File: src/rtl/vga_frame_monitor.sv
// vga_frame_monitor: passive timing/content checker for a VGA sync stream.
// Measures line/frame geometry, active pixels and a colour checksum per frame.
module vga_frame_monitor #(
  parameter int   H_ACTIVE = 640,
  parameter int   H_FP     = 16,
  parameter int   H_SYNC   = 96,
  parameter int   H_BP     = 48,
  parameter int   V_ACTIVE = 480,
  parameter int   V_FP     = 10,
  parameter int   V_SYNC   = 2,
  parameter int   V_BP     = 33,
  parameter logic SYNC_POL = 1'b0
) (
  input  logic        clk,
  input  logic        btnd,
  input  logic        pix_en,
  input  logic        hsync,
  input  logic        vsync,
  input  logic [7:0]  rgb,
  output logic [11:0] h_total,
  output logic [11:0] h_sync_w,
  output logic [11:0] v_total,
  output logic [11:0] v_sync_w,
  output logic [19:0] pix_count,
  output logic [15:0] frame_sum,
  output logic        frame_done,
  output logic        frame_ok,
  output logic        locked
);

  localparam logic [11:0] H_TOT = 12'(H_SYNC + H_BP + H_ACTIVE + H_FP);
  localparam logic [11:0] H_SW  = 12'(H_SYNC);
  localparam logic [11:0] H_LO  = 12'(H_SYNC + H_BP);
  localparam logic [11:0] H_HI  = 12'(H_SYNC + H_BP + H_ACTIVE - 1);
  localparam logic [11:0] V_TOT = 12'(V_SYNC + V_BP + V_ACTIVE + V_FP);
  localparam logic [11:0] V_SW  = 12'(V_SYNC);
  localparam logic [11:0] V_LO  = 12'(V_SYNC + V_BP);
  localparam logic [11:0] V_HI  = 12'(V_SYNC + V_BP + V_ACTIVE - 1);
  localparam logic [19:0] PIX_EXP = 20'(H_ACTIVE * V_ACTIVE);
  localparam logic [11:0] SAT   = 12'hFFF;

  localparam logic [0:0] S_WAIT = 1'b0;
  localparam logic [0:0] S_MEAS = 1'b1;

  logic [0:0]  state_q, state_d;
  logic        hs_p_q, hs_p_d;
  logic        vs_p_q, vs_p_d;
  logic        hseen_q, hseen_d;
  logic [11:0] hcnt_q, hcnt_d;
  logic [11:0] hs_w_q, hs_w_d;
  logic        line_err_q, line_err_d;
  logic [11:0] vcnt_q, vcnt_d;
  logic [11:0] vs_w_q, vs_w_d;
  logic [19:0] pcnt_q, pcnt_d;
  logic [15:0] sum_q, sum_d;
  logic        ferr_q, ferr_d;
  logic [1:0]  good_q, good_d;

  logic [11:0] h_total_q, h_total_d;
  logic [11:0] h_sync_w_q, h_sync_w_d;
  logic [11:0] v_total_q, v_total_d;
  logic [11:0] v_sync_w_q, v_sync_w_d;
  logic [19:0] pix_count_q, pix_count_d;
  logic [15:0] frame_sum_q, frame_sum_d;
  logic        frame_done_q, frame_done_d;
  logic        frame_ok_q, frame_ok_d;
  logic        locked_q, locked_d;

  logic        hs_a, vs_a, hs_le, vs_le;
  logic        active, ok;
  logic [1:0]  good_n;

  assign h_total    = h_total_q;
  assign h_sync_w   = h_sync_w_q;
  assign v_total    = v_total_q;
  assign v_sync_w   = v_sync_w_q;
  assign pix_count  = pix_count_q;
  assign frame_sum  = frame_sum_q;
  assign frame_done = frame_done_q;
  assign frame_ok   = frame_ok_q;
  assign locked     = locked_q;

  // Per-sample measurement, line/frame checks and frame-boundary publish.
  always_comb begin
    state_d      = state_q;
    hs_p_d       = hs_p_q;
    vs_p_d       = vs_p_q;
    hseen_d      = hseen_q;
    hcnt_d       = hcnt_q;
    hs_w_d       = hs_w_q;
    line_err_d   = line_err_q;
    vcnt_d       = vcnt_q;
    vs_w_d       = vs_w_q;
    pcnt_d       = pcnt_q;
    sum_d        = sum_q;
    ferr_d       = ferr_q;
    good_d       = good_q;
    h_total_d    = h_total_q;
    h_sync_w_d   = h_sync_w_q;
    v_total_d    = v_total_q;
    v_sync_w_d   = v_sync_w_q;
    pix_count_d  = pix_count_q;
    frame_sum_d  = frame_sum_q;
    frame_done_d = 1'b0;
    frame_ok_d   = frame_ok_q;
    locked_d     = locked_q;
    hs_a   = (hsync == SYNC_POL);
    vs_a   = (vsync == SYNC_POL);
    hs_le  = hs_a & ~hs_p_q;
    vs_le  = vs_a & ~vs_p_q;
    active = 1'b0;
    ok     = 1'b0;
    good_n = good_q;
    if (pix_en) begin
      hs_p_d = hs_a;
      vs_p_d = vs_a;
      if (hs_le) begin
        hcnt_d  = '0;
        hs_w_d  = 12'd1;
        hseen_d = 1'b1;
        if (hseen_q) begin
          h_total_d  = hcnt_q + 12'd1;
          h_sync_w_d = hs_w_q;
          if ((hcnt_q + 12'd1) != H_TOT || hs_w_q != H_SW)
            ferr_d = 1'b1;
        end
        if (vcnt_q != SAT)
          vcnt_d = vcnt_q + 12'd1;
        if (vs_a && vs_w_q != SAT)
          vs_w_d = vs_w_q + 12'd1;
      end else begin
        if (hcnt_q == SAT)
          line_err_d = 1'b1;
        else
          hcnt_d = hcnt_q + 12'd1;
        if (hs_a && hs_w_q != SAT)
          hs_w_d = hs_w_q + 12'd1;
      end
      // A frame start also restarts line numbering for this sample.
      if (vs_le) begin
        vcnt_d = '0;
        vs_w_d = hs_le ? 12'd1 : 12'd0;
      end
      active = (hcnt_d >= H_LO) && (hcnt_d <= H_HI) &&
               (vcnt_d >= V_LO) && (vcnt_d <= V_HI);
      if (vs_le) begin
        ok = !ferr_d && !line_err_d &&
             ((vcnt_q + 12'd1) == V_TOT) &&
             (vs_w_q == V_SW) && (pcnt_q == PIX_EXP);
        if (state_q == S_MEAS) begin
          good_n = ok ? ((good_q == 2'd3) ? 2'd3 : good_q + 2'd1)
                      : 2'd0;
          v_total_d    = vcnt_q + 12'd1;
          v_sync_w_d   = vs_w_q;
          pix_count_d  = pcnt_q;
          frame_sum_d  = sum_q;
          frame_ok_d   = ok;
          good_d       = good_n;
          locked_d     = (good_n >= 2'd2);
          frame_done_d = 1'b1;
        end
        state_d    = S_MEAS;
        pcnt_d     = active ? 20'd1 : 20'd0;
        sum_d      = active ? {8'd0, rgb} : 16'd0;
        ferr_d     = 1'b0;
        line_err_d = 1'b0;
      end else if (active) begin
        pcnt_d = pcnt_q + 20'd1;
        sum_d  = sum_q + {8'd0, rgb};
      end
    end
  end

  // State and output registers; btnd discards everything including a partial frame.
  always_ff @(posedge clk) begin
    if (btnd) begin
      state_q      <= S_WAIT;
      hs_p_q       <= 1'b0;
      vs_p_q       <= 1'b0;
      hseen_q      <= 1'b0;
      hcnt_q       <= '0;
      hs_w_q       <= '0;
      line_err_q   <= 1'b0;
      vcnt_q       <= '0;
      vs_w_q       <= '0;
      pcnt_q       <= '0;
      sum_q        <= '0;
      ferr_q       <= 1'b0;
      good_q       <= '0;
      h_total_q    <= '0;
      h_sync_w_q   <= '0;
      v_total_q    <= '0;
      v_sync_w_q   <= '0;
      pix_count_q  <= '0;
      frame_sum_q  <= '0;
      frame_done_q <= 1'b0;
      frame_ok_q   <= 1'b0;
      locked_q     <= 1'b0;
    end else begin
      state_q      <= state_d;
      hs_p_q       <= hs_p_d;
      vs_p_q       <= vs_p_d;
      hseen_q      <= hseen_d;
      hcnt_q       <= hcnt_d;
      hs_w_q       <= hs_w_d;
      line_err_q   <= line_err_d;
      vcnt_q       <= vcnt_d;
      vs_w_q       <= vs_w_d;
      pcnt_q       <= pcnt_d;
      sum_q        <= sum_d;
      ferr_q       <= ferr_d;
      good_q       <= good_d;
      h_total_q    <= h_total_d;
      h_sync_w_q   <= h_sync_w_d;
      v_total_q    <= v_total_d;
      v_sync_w_q   <= v_sync_w_d;
      pix_count_q  <= pix_count_d;
      frame_sum_q  <= frame_sum_d;
      frame_done_q <= frame_done_d;
      frame_ok_q   <= frame_ok_d;
      locked_q     <= locked_d;
    end
  end

endmodule

File: config.mk
export PLATFORM = sky130hd
export DESIGN_NAME = vga_frame_monitor
export DESIGN_NICKNAME = d
export VERILOG_FILES = /design/src/rtl/vga_frame_monitor.sv
export SDC_FILE = /design/constraint.sdc
export NUM_CORES = 1
export LEC_CHECK = 0
export BUFFER_PORTS_ARGS = -buffer_cell sky130_fd_sc_hd__buf_2
export CAP_MARGIN = 40
export CORE_ASPECT_RATIO = 1.75
export CORE_MARGIN = 4
export CORE_UTILIZATION = 30
export DETAILED_ROUTE_END_ITERATION = 8
export PLACE_DENSITY = 0.53
export SETUP_SLACK_MARGIN = 0.15
export SYNTH_ARGS = -nofsm -noshare
export SYNTH_HDL_FRONTEND = slang
export SYNTH_SLANG_ARGS = --single-unit
File: constraint.sdc
create_clock -name clk -period 3.87 [get_ports clk]
set_clock_uncertainty 0.1 [all_clocks]
set_input_delay 0.5805 -clock clk [delete_from_list [all_inputs] [get_ports clk]]
set_output_delay 0.5805 -clock clk [all_outputs]
set_load 0.05 [all_outputs]
Yosys cells after proc, flatten, opt, wreduce, memory -nomap -nowiden
Index checks and enable logic that the tools add are counted.
{"block": "word_totals", "inputBits": 13, "register_bits": 179, "elab_cells": 107}
{"block": "op_classes", "muxes": 31, "n_bitwise": 8, "n_reduce_logical": 24, "addsub": 7, "n_eq_ne": 10, "magnitude_cmp": 5}
{"cell": "$mux 12", "count": 12}
{"cell": "$add 12x1->12 const B", "count": 4}
{"cell": "$mux 20", "count": 2}
{"cell": "$ne 12x12->1 const B", "count": 3}
{"cell": "$mux 16", "count": 2}
{"cell": "$le 12x10->1 const B", "count": 2}
{"cell": "$add 20x1->20 const B", "count": 1}
{"cell": "$eq 20x19->1 const B", "count": 1}
{"cell": "$add 16x8->16", "count": 1}
{"cell": "$eq 12x10->1 const B", "count": 1}
{"cell": "$eq 12x12->1 const B", "count": 1}
{"cell": "$eq 12x2->1 const B", "count": 1}
{"cell": "$ge 12x6->1 const B", "count": 1}
{"cell": "$ge 12x8->1 const B", "count": 1}
{"cell": "$mux 1", "count": 12}
{"cell": "$ne 12x10->1 const B", "count": 1}
{"cell": "$ne 12x7->1 const B", "count": 1}
{"cell": "$logic_and 1x1->1", "count": 9}
{"cell": "$reduce_and 3->1", "count": 3}
{"cell": "$mux 8", "count": 1}
{"cell": "$reduce_and 2->1", "count": 4}
{"cell": "$reduce_bool 2->1", "count": 4}
{"cell": "$not 1->1", "count": 6}
{"cell": "$mux 2", "count": 2}
{"cell": "other kinds (7)", "count": 9}

Logic depth before layout (Yosys ltp)
{"block": "logic_depth", "ltp_word": 14, "depth_mapped": 12, "ltp_nobuf": 11}

Least setup slack after synthesis
OpenSTA, ideal clock, no wires.
{"block": "synth_timing", "path_type": "input -> register", "start": "in hsync", "end": "reg sum_q[9]", "path_buffers": 3, "arrival_ns": 3.206, "stages": 11, "required_ns": 3.638, "path_slack_ns": 0.432, "cell_sequence": "or2_1 buf_6 or3_4 o21a_1 or4_1 a211o_1 o21a_4 clkbuf_1 clkbuf_1 o31ai_1 a21oi_1"}
{"block": "synth_via", "elab_chain_len": 10, "elab_cells_between_ends": 16, "classes_between": "order compare (4); mux (5); bitwise (2); reduce/logical (5)"}
{"item": "start, declared", "line_no": "17", "source": "input logic hsync,"}
{"item": "$not 1->1 (*)", "line_no": "107", "source": "hs_a = (hsync == SYNC_POL);"}
{"item": "$and 1x1->1 (*)", "line_no": "109", "source": "hs_le = hs_a & ~hs_p_q;"}
{"item": "$mux 12", "line_no": "117", "source": "if (hs_le) begin"}
{"item": "$mux 12 (on tied branches)", "line_no": "140, 114"}
{"item": "$mux 12 (tied with other cells)", "line_no": "114", "source": "if (pix_en) begin"}
{"item": "$ge 12x6->1 / $logic_and 1x1->1 (equally long branches)", "line_no": "145, 144"}
{"item": "$logic_and 1x1->1", "line_no": "144", "source": "active = (hcnt_d >= H_LO) && (hcnt_d <= H_HI) &&"}
{"item": "$logic_and 1x1->1 (*)", "line_no": "145", "source": "(vcnt_d >= V_LO) && (vcnt_d <= V_HI);"}
{"item": "$reduce_bool 2->1 (no source line) (*)"}
{"item": "$reduce_and 2->1 (no source line) (*)"}
{"item": "end signal, assigned", "line_no": "210", "source": "sum_q <= sum_d;"}
{"item": "end, declared", "line_no": "55", "source": "logic [15:0] sum_q, sum_d;"}
Mark *: on every way between the ends. The rest lies on a longest branch, timed or not. The select of a mux whose other input is x is not followed.
A chain may end at the register's enable or synchronous reset.

Worst setup path after layout
{"block": "layout_timing", "start": "reg vcnt_q[0]", "end": "reg pcnt_q[17]"}
{"block": "layout_via", "elab_chain_len": 10, "elab_cells_between_ends": 12, "classes_between": "add/sub (1); order compare (2); eq/ne (1); mux (4); reduce/logical (4)"}
{"item": "start, declared", "line_no": "52", "source": "logic [11:0] vcnt_q, vcnt_d;"}
{"item": "start signal, assigned", "line_no": "207", "source": "vcnt_q <= vcnt_d;"}
{"item": "$add 12x1->12 / $ne 12x12->1 (equally long branches)", "line_no": "128, 127"}
{"item": "$mux 12", "line_no": "127", "source": "if (vcnt_q != SAT)"}
{"item": "$mux 12 (*)", "line_no": "117"}
{"item": "$mux 12 (*)", "line_no": "140", "source": "if (vs_le) begin"}
{"item": "$mux 12 (*)", "line_no": "114"}
{"item": "$ge 12x6->1", "line_no": "145"}
{"item": "$logic_and 1x1->1", "line_no": "144"}
{"item": "$logic_and 1x1->1 (*)", "line_no": "145"}
{"item": "$reduce_bool 2->1 (no source line) (*)"}
{"item": "$reduce_and 2->1 (no source line) (*)"}
{"item": "end signal, assigned", "line_no": "209", "source": "pcnt_q <= pcnt_d;"}
{"item": "end, declared", "line_no": "54", "source": "logic [19:0] pcnt_q, pcnt_d;"}
Marks and branches as above.

==> metrics.txt <==
Yosys reg bits=178; CP max-delay cell=or4_1; most frequent cells in the layout=nand2_1, dfxtp_1, a21oi_1; core area=0.0281 mm2; total congestion overflow=0; final hold violations=0; worst flop-to-flop path startpoint=vcnt_q[0]; Root Buffer=clkbuf_16; first drt pass iteration count=5; RSZ-0062 raised after global routing=no; io pins=100; fin nets=1205; leading post-synthesis cells by cell area=dfxtp_1, nand2_1, a21oi_1, nor2_1, clkbuf_1; routed via count=8016; H-tree Lvls=4; die span in y=232 um; placed cell area=0.00950 mm2; Avg WL per Cell=16.1 um; worst-path fanout max=44; Syn Area/Cell=7.81 um2; CP Class=reg -> reg; CTS tree=yes; layout cells sized above 1=0.158; initial antenna violation count=1; final worst path period share=0.906; share of the synthesized area in the top cell type=0.416; largest net degree at the start of global routing=59; Clock Tree Buf Depth=2; drt total wl=25100 um; ys async rst share=0; num rows=81; IO Port Bufs=99; commonest non-fill, non-tap cell in the layout=nand2_1; Vias/cell=5.14; Crit path largest cell delay=0.57 ns; Die Wd=136 um; CP Launch Type=register; Cell Pwr Density=384 mW/mm2; Clock transition at path regs=0.07 ns; Sink Count=178; Netlist Area Pre-Place=0.00857 mm2; total chip power=3880 uW; fillers=3021; number of global-route vias before repair=7692; initial core utilization=0.305; worst min-delay path startpoint=vsync; cts bufs inserted=17; Post-DRT Antenna Nets=0; first-pass GRT wire length=40300 um; most used cell, CP=or4_1; Synthesized Nets=1129; status=completed; initial DRC count=368; Synth area leader=dfxtp_1; Max-cap violations=0; DRC Markers=0; Post-Synthesis Cells=1098; setup ws final=0.362 ns; dpl ws=0.181 ns; Worst slew margin=0.549; synth unique cells=61; fmax=0.285 GHz; Setup Viol. Count Final=0; hold buffer count at CTS=0; WP data required=4.15 ns; GPL Wtd Cong=0.853; Finished Cell Area=0.0101 mm2; Primary FF master, synth=dfxtp_1; CP Capture Type=register; Worst VDD drop=310 uV; clk_lat worst skew=0.45 ns; final slew viol count=0; EDFF count, synth=0; arrival time worst endpoint=3.78 ns; GRT Util Overall=0.161; Yosys warning total=0; LEAKAGE=0.00367 uW; crit-path cells=ha_1 > buf_4 > and4bb_2 > a31oi_1 > or4_1 > a211o_1 > o21a_4 > or4_1 > a21oi_1; Period minus WS final=3.51 ns; worst min path class=in -> reg; Util after Layout=0.360; CP Launch Point=vcnt_q[0]; sequential-to-total area share from yosys stat=0.416; Fin Setup TNS=0 ns; area grow syn2layout=17.9%; worst slew pin tran=0.673 ns; ant diodes=0; die area=0.0314 mm2; DP Wirelength=18100 um
-- worst paths after layout --
path,endpoint,slack [ns],cells past startpoint
setup / recovery,pcnt_q[17],0.36,9
hold / removal,vs_p_q,0.25,2
setup reg to reg,pcnt_q[17],0.36,9
hold reg to reg,pix_count[9],0.35,2
-- critical path, delay by kind of cell, from the launching register on --
| kind | cells | cell delay [ns] |
|---|---|---|
| buffers and inverters | 1 | 0.19 |
| AND/OR/NAND/NOR | 3 | 1.41 |
| flip-flops | 1 | 0.45 |
| AO/OA/AOI/OAI | 4 | 1.03 |
| adder cells (fa/ha/maj) | 1 | 0.22 |
-- area by class of cell --
type	instances	area [um2]	share of cell area
multi-input cells	815	4600	0.455
flip-flops and latches	178	3560	0.353
repair buffers	135	778	0.0770
well taps	373	467	0.0462
clock buffers	19	443	0.0438
clock inverters	13	149	0.0147
inverters	27	101	0.0100
-- state kept, by name, summed over array words and instances (netlist names), 12 cells and up --
register,count
hcnt_q,12
v_total,12
pcnt_q,20
vcnt_q,12
pix_count,20
vs_w_q,12
hs_w_q,12
sum_q,16
h_total,12
v_sync_w,12
h_sync_w,12
frame_sum,16
-- metrics by stage --
step                instances  hold slack (ns)
CTS                      1559            0.225
floorplan                1098            0.338
finish                   1560            0.249
global route             1560            0.264
detailed placement       1527            0.344
global placement         1526            0.341
-- cells by family after synthesis --
| group | after synthesis | share of synthesized area |
|---|---|---|
| xor+xnor | 37 | 0.0378 |
| mux | 17 | 0.0199 |
| compound gates | 254 | 0.183 |
| fa+ha+maj | 18 | 0.0271 |
| simple gates | 489 | 0.268 |
| buf+inv | 105 | 0.0486 |
| flops | 178 | 0.416 |
-- cell usage after synthesis (6+ instances only) --
library cell,n
nand2_1,194
dfxtp_1,178
a21oi_1,123
nor2_1,107
clkbuf_1,65
nand3_1,40
o21ai_0,30
a211oi_1,27
inv_1,26
nor3_1,25
and3_1,23
or4_1,20
xnor2_1,19
o31ai_1,18
xor2_1,18
ha_1,17
mux2i_1,17
nand4_1,16
nor4_1,16
a31oi_1,9
and2_1,9
or2_2,9
a22oi_1,7
or3_1,7
buf_2,6
-- what timing repair did --
action,4_1_cts,5_1_grt
setup endpoints to repair,0,1
resized for setup,0,1
buffers inserted,0,1
hold endpoints to repair,0,0
-- layer usage --
layer | track usage | vias up | wire [um] | part of all wire
met5 | 0 | - | 12 | 0.00048
met4 | 0.0763 | 2 | 921 | 0.037
met3 | 0.0328 | 58 | 984 | 0.039
met2 | 0.286 | 182 | 13000 | 0.52
met1 | 0.181 | 3754 | 10100 | 0.40
li1 | - | 4020 | - | -
-- power breakdown --
part	internal [uW]	switching (uW)
clock	978	783
sequential	1850	16.4
combinational	75.4	178
total	2900	977
Note: power is estimated with default switching activity, not from simulation.
